## src/rtl/rf_bank_read_arbiter.sv

```systemverilog
// Register-file bank front end: 4 banks x 8 entries, per-bank request FIFOs, one response per bank.
// Define RF_WB_FORWARD_EN to let writebacks proceed alongside reads with write-to-read forwarding.
module rf_bank_read_arbiter #(
   parameter int unsigned DATA_W = 32,
   parameter int unsigned TAG_W  = 3,
   parameter int unsigned QDEPTH = 4
) (
   input  logic                clk,
   input  logic                rst,
   input  logic                rq0_vld,
   input  logic [4:0]          rq0_reg_id,
   input  logic [TAG_W-1:0]    rq0_tag,
   input  logic                rq1_vld,
   input  logic [4:0]          rq1_reg_id,
   input  logic [TAG_W-1:0]    rq1_tag,
   output logic                req_rdy,
   input  logic                wb_en,
   input  logic [4:0]          wb_reg_id,
   input  logic [DATA_W-1:0]   wb_data,
   output logic [4*DATA_W-1:0] bk_data,
   output logic [3:0]          bk_vld,
   output logic [4*TAG_W-1:0]  bk_tag,
   output logic [3:0]          bk_bz
);

   localparam int unsigned NB = 4;
   localparam int unsigned PW = $clog2(QDEPTH);
   localparam int unsigned CW = PW + 1;
   localparam int unsigned EW = 3 + TAG_W;

   logic [DATA_W-1:0] rf_q   [NB][8];
   logic [EW-1:0]     fifo_q [NB][QDEPTH];
   logic [PW-1:0]     rptr_q [NB];
   logic [PW-1:0]     wptr_q [NB];
   logic [CW-1:0]     cnt_q  [NB];
   logic [DATA_W-1:0] data_q [NB];
   logic [TAG_W-1:0]  tag_q  [NB];
   logic [NB-1:0]     vld_q, bz_q;

   logic [NB-1:0]     push0, push1, wr_hit, pop, stall;
   logic [EW-1:0]     head    [NB];
   logic [DATA_W-1:0] rd_data [NB];
   logic              rdy;

   // Two slots must be free in every bank, since both requests may target the same one.
   always_comb begin
      rdy = 1'b1;
      for (int i = 0; i < NB; i++) begin
         if (cnt_q[i] > CW'(QDEPTH - 2)) rdy = 1'b0;
      end
   end

   assign req_rdy = rdy;

   for (genvar g = 0; g < NB; g++) begin : g_bank
      assign push0[g]  = rq0_vld && rdy && (rq0_reg_id[4:3] == 2'(g));
      assign push1[g]  = rq1_vld && rdy && (rq1_reg_id[4:3] == 2'(g));
      assign wr_hit[g] = wb_en && (wb_reg_id[4:3] == 2'(g));
      assign head[g]   = fifo_q[g][rptr_q[g]];
`ifdef RF_WB_FORWARD_EN
      assign stall[g]   = 1'b0;
      assign rd_data[g] = (wr_hit[g] && (head[g][EW-1 -: 3] == wb_reg_id[2:0])) ?
                          wb_data : rf_q[g][head[g][EW-1 -: 3]];
`else
      assign stall[g]   = wr_hit[g];
      assign rd_data[g] = rf_q[g][head[g][EW-1 -: 3]];
`endif
      assign pop[g] = !stall[g] && (cnt_q[g] != '0);

      assign bk_data[g*DATA_W +: DATA_W] = data_q[g];
      assign bk_tag[g*TAG_W +: TAG_W]    = tag_q[g];
   end

   assign bk_vld = vld_q;
   assign bk_bz  = bz_q;

   // rq0 lands ahead of rq1 when both hit the same bank.
   always_ff @(posedge clk) begin
      for (int i = 0; i < NB; i++) begin
         if (push0[i]) fifo_q[i][wptr_q[i]] <= {rq0_reg_id[2:0], rq0_tag};
         if (push1[i]) fifo_q[i][wptr_q[i] + PW'(push0[i])] <= {rq1_reg_id[2:0], rq1_tag};
      end
   end

   always_ff @(posedge clk or posedge rst) begin
      if (rst) begin
         for (int i = 0; i < NB; i++) begin
            for (int e = 0; e < 8; e++) rf_q[i][e] <= '0;
            rptr_q[i] <= '0;
            wptr_q[i] <= '0;
            cnt_q[i]  <= '0;
            data_q[i] <= '0;
            tag_q[i]  <= '0;
         end
         vld_q <= '0;
         bz_q  <= '0;
      end else begin
         for (int i = 0; i < NB; i++) begin
            wptr_q[i] <= wptr_q[i] + PW'(push0[i]) + PW'(push1[i]);
            if (pop[i]) rptr_q[i] <= rptr_q[i] + 1'b1;
            cnt_q[i] <= cnt_q[i] + CW'(push0[i]) + CW'(push1[i]) - CW'(pop[i]);
            bz_q[i]  <= stall[i];
            vld_q[i] <= pop[i];
            if (pop[i]) begin
               data_q[i] <= rd_data[i];
               tag_q[i]  <= head[i][TAG_W-1:0];
            end
         end
         if (wb_en) rf_q[wb_reg_id[4:3]][wb_reg_id[2:0]] <= wb_data;
      end
   end

endmodule

```

## config.mk

```make
export PLATFORM = sky130hd
export DESIGN_NAME = rf_bank_read_arbiter
export DESIGN_NICKNAME = d
export VERILOG_FILES = /design/src/rtl/rf_bank_read_arbiter.sv
export SDC_FILE = /design/constraint.sdc
export NUM_CORES = 2
export LEC_CHECK = 0
export ABC_CLOCK_PERIOD_IN_PS = 35900
export BUFFER_PORTS_ARGS = -buffer_cell sky130_fd_sc_hd__clkbuf_2
export CORE_ASPECT_RATIO = 1.5
export CORE_UTILIZATION = 30
export DETAILED_ROUTE_END_ITERATION = 7
export HOLD_SLACK_MARGIN = 0.02
export SLEW_MARGIN = 20
export SYNTH_ARGS = -nofsm -noshare
export SYNTH_HDL_FRONTEND = slang
export SYNTH_SLANG_ARGS = --single-unit
export TNS_END_PERCENT = 10
```

## constraint.sdc

```tcl
create_clock -name clk -period 35.9 [get_ports clk]
set_clock_uncertainty 0.2 [all_clocks]
set_input_delay 3.59 -clock clk [delete_from_list [all_inputs] [get_ports clk]]
set_output_delay 3.59 -clock clk [all_outputs]
set_load 0.05 [all_outputs]
```

After elaboration in Yosys (flattened, before gate mapping) --
Memory sizes are Yosys's and may differ from the RTL's. Cells that the tools add are included.
Storage, ports and cells: register bits after elaboration 1200, RAM bits 96, input port bits 58, output and inout bits 149, logic and storage cells 434, memories 1
Cells by class: add/subtract/negate cells 24, magnitude comparators 32, equal/unequal tests 9, multiplexer cells 161, bitwise gates (word level) 114, reduce and logical (&&, ||, !) cells 39
Memories:
- fifo_q | depth 4, bits a word 24, read ports 4, clocked after memory_dff 0, write ports 4, line 32 | logic [EW-1:0] fifo_q [NB][QDEPTH];
Operators by type and width (count):
- 1024-bit bitwise mux | 1
- 256-bit demux with 2-bit select | 1
- 32-bit binary-select mux with 3-bit select | 4
- 32-bit 2-to-1 mux | 9
- 256-bit 2-to-1 mux | 1
- 24-bit 2-to-1 mux | 8
- 1-bit 2-to-1 mux | 108
- 32-bit demux with 3-bit select | 1
- 6-bit demux with 2-bit select | 8
- 6-bit 2-to-1 mux | 16
- 1-bit bitwise OR | 96
- 6-bit binary-select mux with 2-bit select | 4
- 3-bit greater-or-equal comparator (second input constant) | 13
- 2-bit inverter with 3-bit output | 13
- 1-bit logical AND | 28
- 3-bit by 1-bit < comparator with 1-bit output (second input constant) | 9
- 3-bit by 1-bit adder with 3-bit output | 8
- 4-bit greater-or-equal comparator (second input constant) | 5
- 3-bit inverter with 4-bit output | 5
- 2-bit by 1-bit adder with 2-bit output | 8
- 2-bit equality test (second input constant) | 6
- 3-bit by 2-bit greater-than comparator with 1-bit output (second input constant) | 4
- 3-bit nonzero test | 4
- 3-bit by 1-bit subtractor with 3-bit output | 4
- other kinds (5) | 15

Logic depth before layout (Yosys ltp) --
depth after elaboration 15, mapped depth 11, depth with buffers taken out 11

Least setup slack after synthesis --
Ideal clock, no wire load.
path type in2reg, from input port wb_reg_id[4], to register cnt_q[11] (netlist name), setup time 0.123 ns, data arrival time 5.975 ns, required time 35.577 ns, path slack 29.602 ns, stages on the path 10, buffers on the path 1, cell sequence or3b_2 > inv_1 > or2_2 > buf_2 > clkinv_1 > ha_1 > inv_1 > fa_1 > fa_1 > xnor2_1
Between the ends: word-level cells in the longest chain between the ends 5
RTL lines:
- start: declaration | line 18 | input logic [4:0] wb_reg_id,
- 2-bit logical NOT | line 58 | assign wr_hit[g] = wb_en && (wb_reg_id[4:3] == 2'(g));
- 1-bit logical AND | line 58
- net stall[0] | line 40 | logic [NB-1:0] push0, push1, wr_hit, pop, stall;
- 1-bit logical NOT | line 68 | assign pop[g] = !stall[g] && (cnt_q[g] != '0);
- 1-bit logical AND | line 68
- net pop[0] | line 40
- 3-bit by 1-bit subtractor with 3-bit output | line 101 | cnt_q[i] <= cnt_q[i] + CW'(push0[i]) + CW'(push1[i]) - CW'(pop[i]);
- end signal: indexed assignment | line 101
- end: declaration | line 35 | logic [CW-1:0] cnt_q [NB];
The timed path passes the listed nets, and every way through them passes these cells. A chain may end at the register's enable or synchronous reset.

==> results by group <==
Clocking
  • Hold buffer count at CTS: 0
  • Post-CTS Resized: 0
  • CTS Buffer Depth: 3
  • CTS Sinks: 1296
  • CTS Buf Count: 137
  • H-tree levels: 4
  • Root buffer cell: clkbuf_16
  • CTS tree: done
  • Clk_lat worst skew: 770 ps
  • Setup bufs post-CTS: 0
  • Clk slew on worst S/H paths: 60 ps

Global route
  • Met1 GRT Util: 20.8%
  • Met2 Resource Use GR: 27.0%
  • Total GRT Usage: 16.1%
  • Largest net degree at the start of global routing: 181
  • Gr busiest metal: met2
  • Initial antenna violation count: 13
  • Residual overflow from global routing: 0
  • GRT met3 Usage: 3.24%
  • First-pass GRT wire length: 240 mm
  • Vias in the first global route: 36600

Synthesis
  • Synth Area in Adders: 0.617%
  • Synth area leader: dfrtp_1
  • Mapped Area: 58400 um^2
  • Ys Warns: 0
  • Syn Area/Cell: 13.8 um^2
  • Largest family of logic cells by synthesized area: multiplexers
  • Sequential fraction of the synthesis area: 56.4%
  • Top-area cell type share of the netlist area: 51.4%
  • Async set-reset flop share out of synthesis: 92.6%
  • Top-count cell post-synth: dfrtp_1
  • Netlist cell types: 52
  • XOR/XNOR Fraction of Synth Area: 0.360%
  • Post-synthesis mux area share: 27.0%
  • Simple-gate share of the synthesized area: 4.35%
  • Top_reg_cell synth: dfrtp_1
  • Top cells by area, synth: dfrtp_1 51%, mux2_2 22%, edfxtp_1 4.9%
  • Synthesized Nets: 4316
  • Synth Area in Compound Gates: 8.41%
  • Post-synth top cells: 1200 x dfrtp_1, 1123 x mux2_2, 381 x a211oi_1
  • Post-Syn Instances: 4234
  • EDFF count, synth: 96
  • Synth Register Bits: 1296

Timing
  • Final Max Tran Viols: 0
  • Setup WS post-layout: 28160 ps
  • Fin. Hold Viols: 0
  • Slew headroom: 25.4%
  • Crit share post-route: 21.6%
  • Setup TNS: 0 ps
  • Final setup fails: 0
  • Worst-margin pin slew: 1120 ps
  • Period minus WS final: 7740 ps
  • Setup repair after global routing missed its margin: no
  • FMAX: 0.129 GHz

Worst setup path
  • Worst reg2reg setup slack: 31370 ps
  • Cells on worst reg2reg path: 7
  • Critical Path Source Type: input port
  • Setup Crit Path Kind: in -> async
  • Critical Path AT: 8350 ps
  • Worst r2r src: rptr_q[4]
  • Setup crit end kind: async pin
  • Crit path max fanout: 164
  • Worst EP required: 36510 ps
  • Reg-to-Reg End: bk_data[52]

Cells and area
  • Filler cells: 18900
  • Layout Area Growth over Synthesis: 13.8%
  • Nets: 4342
  • Layout cells sized above 1: 38.9%
  • Final instance area: 66500 um^2

Placement
  • Post-DP HPWL: 97.7 mm
  • Placement Cell Area: 62000 um^2
  • Port Buffers: 206
  • Dpl ws: 27160 ps
  • GPL Wtd Cong: 0.783

Hold path
  • Hold/Removal Path Class: reg -> reg
  • Hold Path Cell Cnt: 2
  • WHS Endpoint: bk_tag[4]
  • Hold_sp: bk_tag[4]

Detailed routing
  • Via Count: 35400
  • Routed Antenna Nets: 0
  • Final wirelength: 158 mm
  • Routed len/inst: 22.7 um
  • Post-detailed-route DRC marker count: 0
  • Initial DRC count: 2014
  • Drt via density: 5.08
  • Initial DRT Pass Iterations: 7

Power and ir drop
  • Maximum VDD drop: 50.5 uV
  • Total power: 5.08 mW
  • Leakage: 29.0 nW
  • PwrDens: 76.5 nW/um^2

Floorplanning
  • # rows: 198
  • Die Footprint: 196000 um^2
  • Count of boundary I/O pins: 207
  • Die H: 542 um
  • Starting density of the core: 30.1%
  • Core area: 194000 um^2
  • Chip Width: 362 um

Flow run
  • Max_cap viols: 0

Status
  • Status: finished clean
==> metal layers <==
layer	vias up	part of all wire [%]
met4	14	2.6
li1	15700	-
met2	666	49
met3	207	4.9
met5	-	0.059
met1	18800	43
==> sequential cells by signal (all words and copies together) (netlist names) <==
signal / count
bk_vld: 4
bk_tag: 12
bk_data: 128
rf_q: 1024
rptr_q: 8
cnt_q: 12
bk_bz: 4
wptr_q: 8
fifo_q: 96
==> where the power goes <==
group / internal [mW] / switching (mW) / leakage, nW
clock: 0.821 / 0.588 / 2.20
combinational: 0.627 / 1.05 / 10.6
sequential: 1.79 / 0.205 / 16.2
total: 3.23 / 1.85 / 29.0
==> stage by stage <==
| stage | hold slack [ps] | utilization, % | cells |
|---|---|---|---|
| floorplan | 271 | - | 4234 |
| global placement | 267 | 32.0 | 6719 |
| detailed placement | 270 | 32.0 | 6720 |
| CTS | 288 | 34.3 | 6964 |
| global route | 298 | 34.3 | 6966 |
| finish | 280 | 34.3 | 6974 |
==> layout by cell type (no fill, tap or decap), types with 43 or more instances in the layout <==
cell,count
nor2b_1,256
edfxtp_1,96
mux2i_1,256
nand2_1,43
clkbuf_2,206
buf_4,68
mux2_2,1123
a21oi_1,128
clkbuf_16,144
a211oi_1,381
dfrtp_1,1200
a221o_1,127
==> cell families (layout without fill, tap and decap cells) <==
kind of cell	Yosys count	count (layout)
xor gates and xnor gates	24	24
buffers and inverters	428	559
and+or+nand+nor	400	400
other	0	9
adders and majority gates	24	24
muxes	1405	1405
DFF	1296	1296
AOI/OAI and AO/OA	657	657
==> how the worst max path moves through the flow <==
stage | slack, ps | depth (start not counted) | to | startpoint
2_1_floorplan | 15530 | 1 | bk_bz[0] | rst
3_3_place_gp | 27260 | 7 | rf_q[121] | rst
3_5_place_dp | 27160 | 7 | rf_q[121] | rst
4_1_cts | 27990 | 7 | rf_q[119] | rst
5_1_grt | 27410 | 7 | rf_q[117] | rst
6_report | 28160 | 7 | rf_q[117] | rst
==> worst max-delay path, stage by stage <==
cell        delay (ps)
clkbuf_2           100
clkinvlp_4         520
buf_4              790
buf_4              720
buf_4              880
buf_12             710
buf_4              720
==> layout make-up <==
| class | instances | area (um^2) | area share [%] |
|---|---|---|---|
| Timing Repair Buffer | 281 | 1700 | 2.55 |
| Antenna cell | 9 | 22.5 | 0.0339 |
| Multi-Input combinational cell | 2510 | 24000 | 36.1 |
| Tap cell | 2600 | 3250 | 4.89 |
| Clock buffer | 208 | 4120 | 6.20 |
| Clock inverter | 36 | 322 | 0.484 |
| Inverter | 34 | 131 | 0.198 |
| Sequential cell | 1296 | 32900 | 49.5 |
Power figures use the tool's default switching activity.
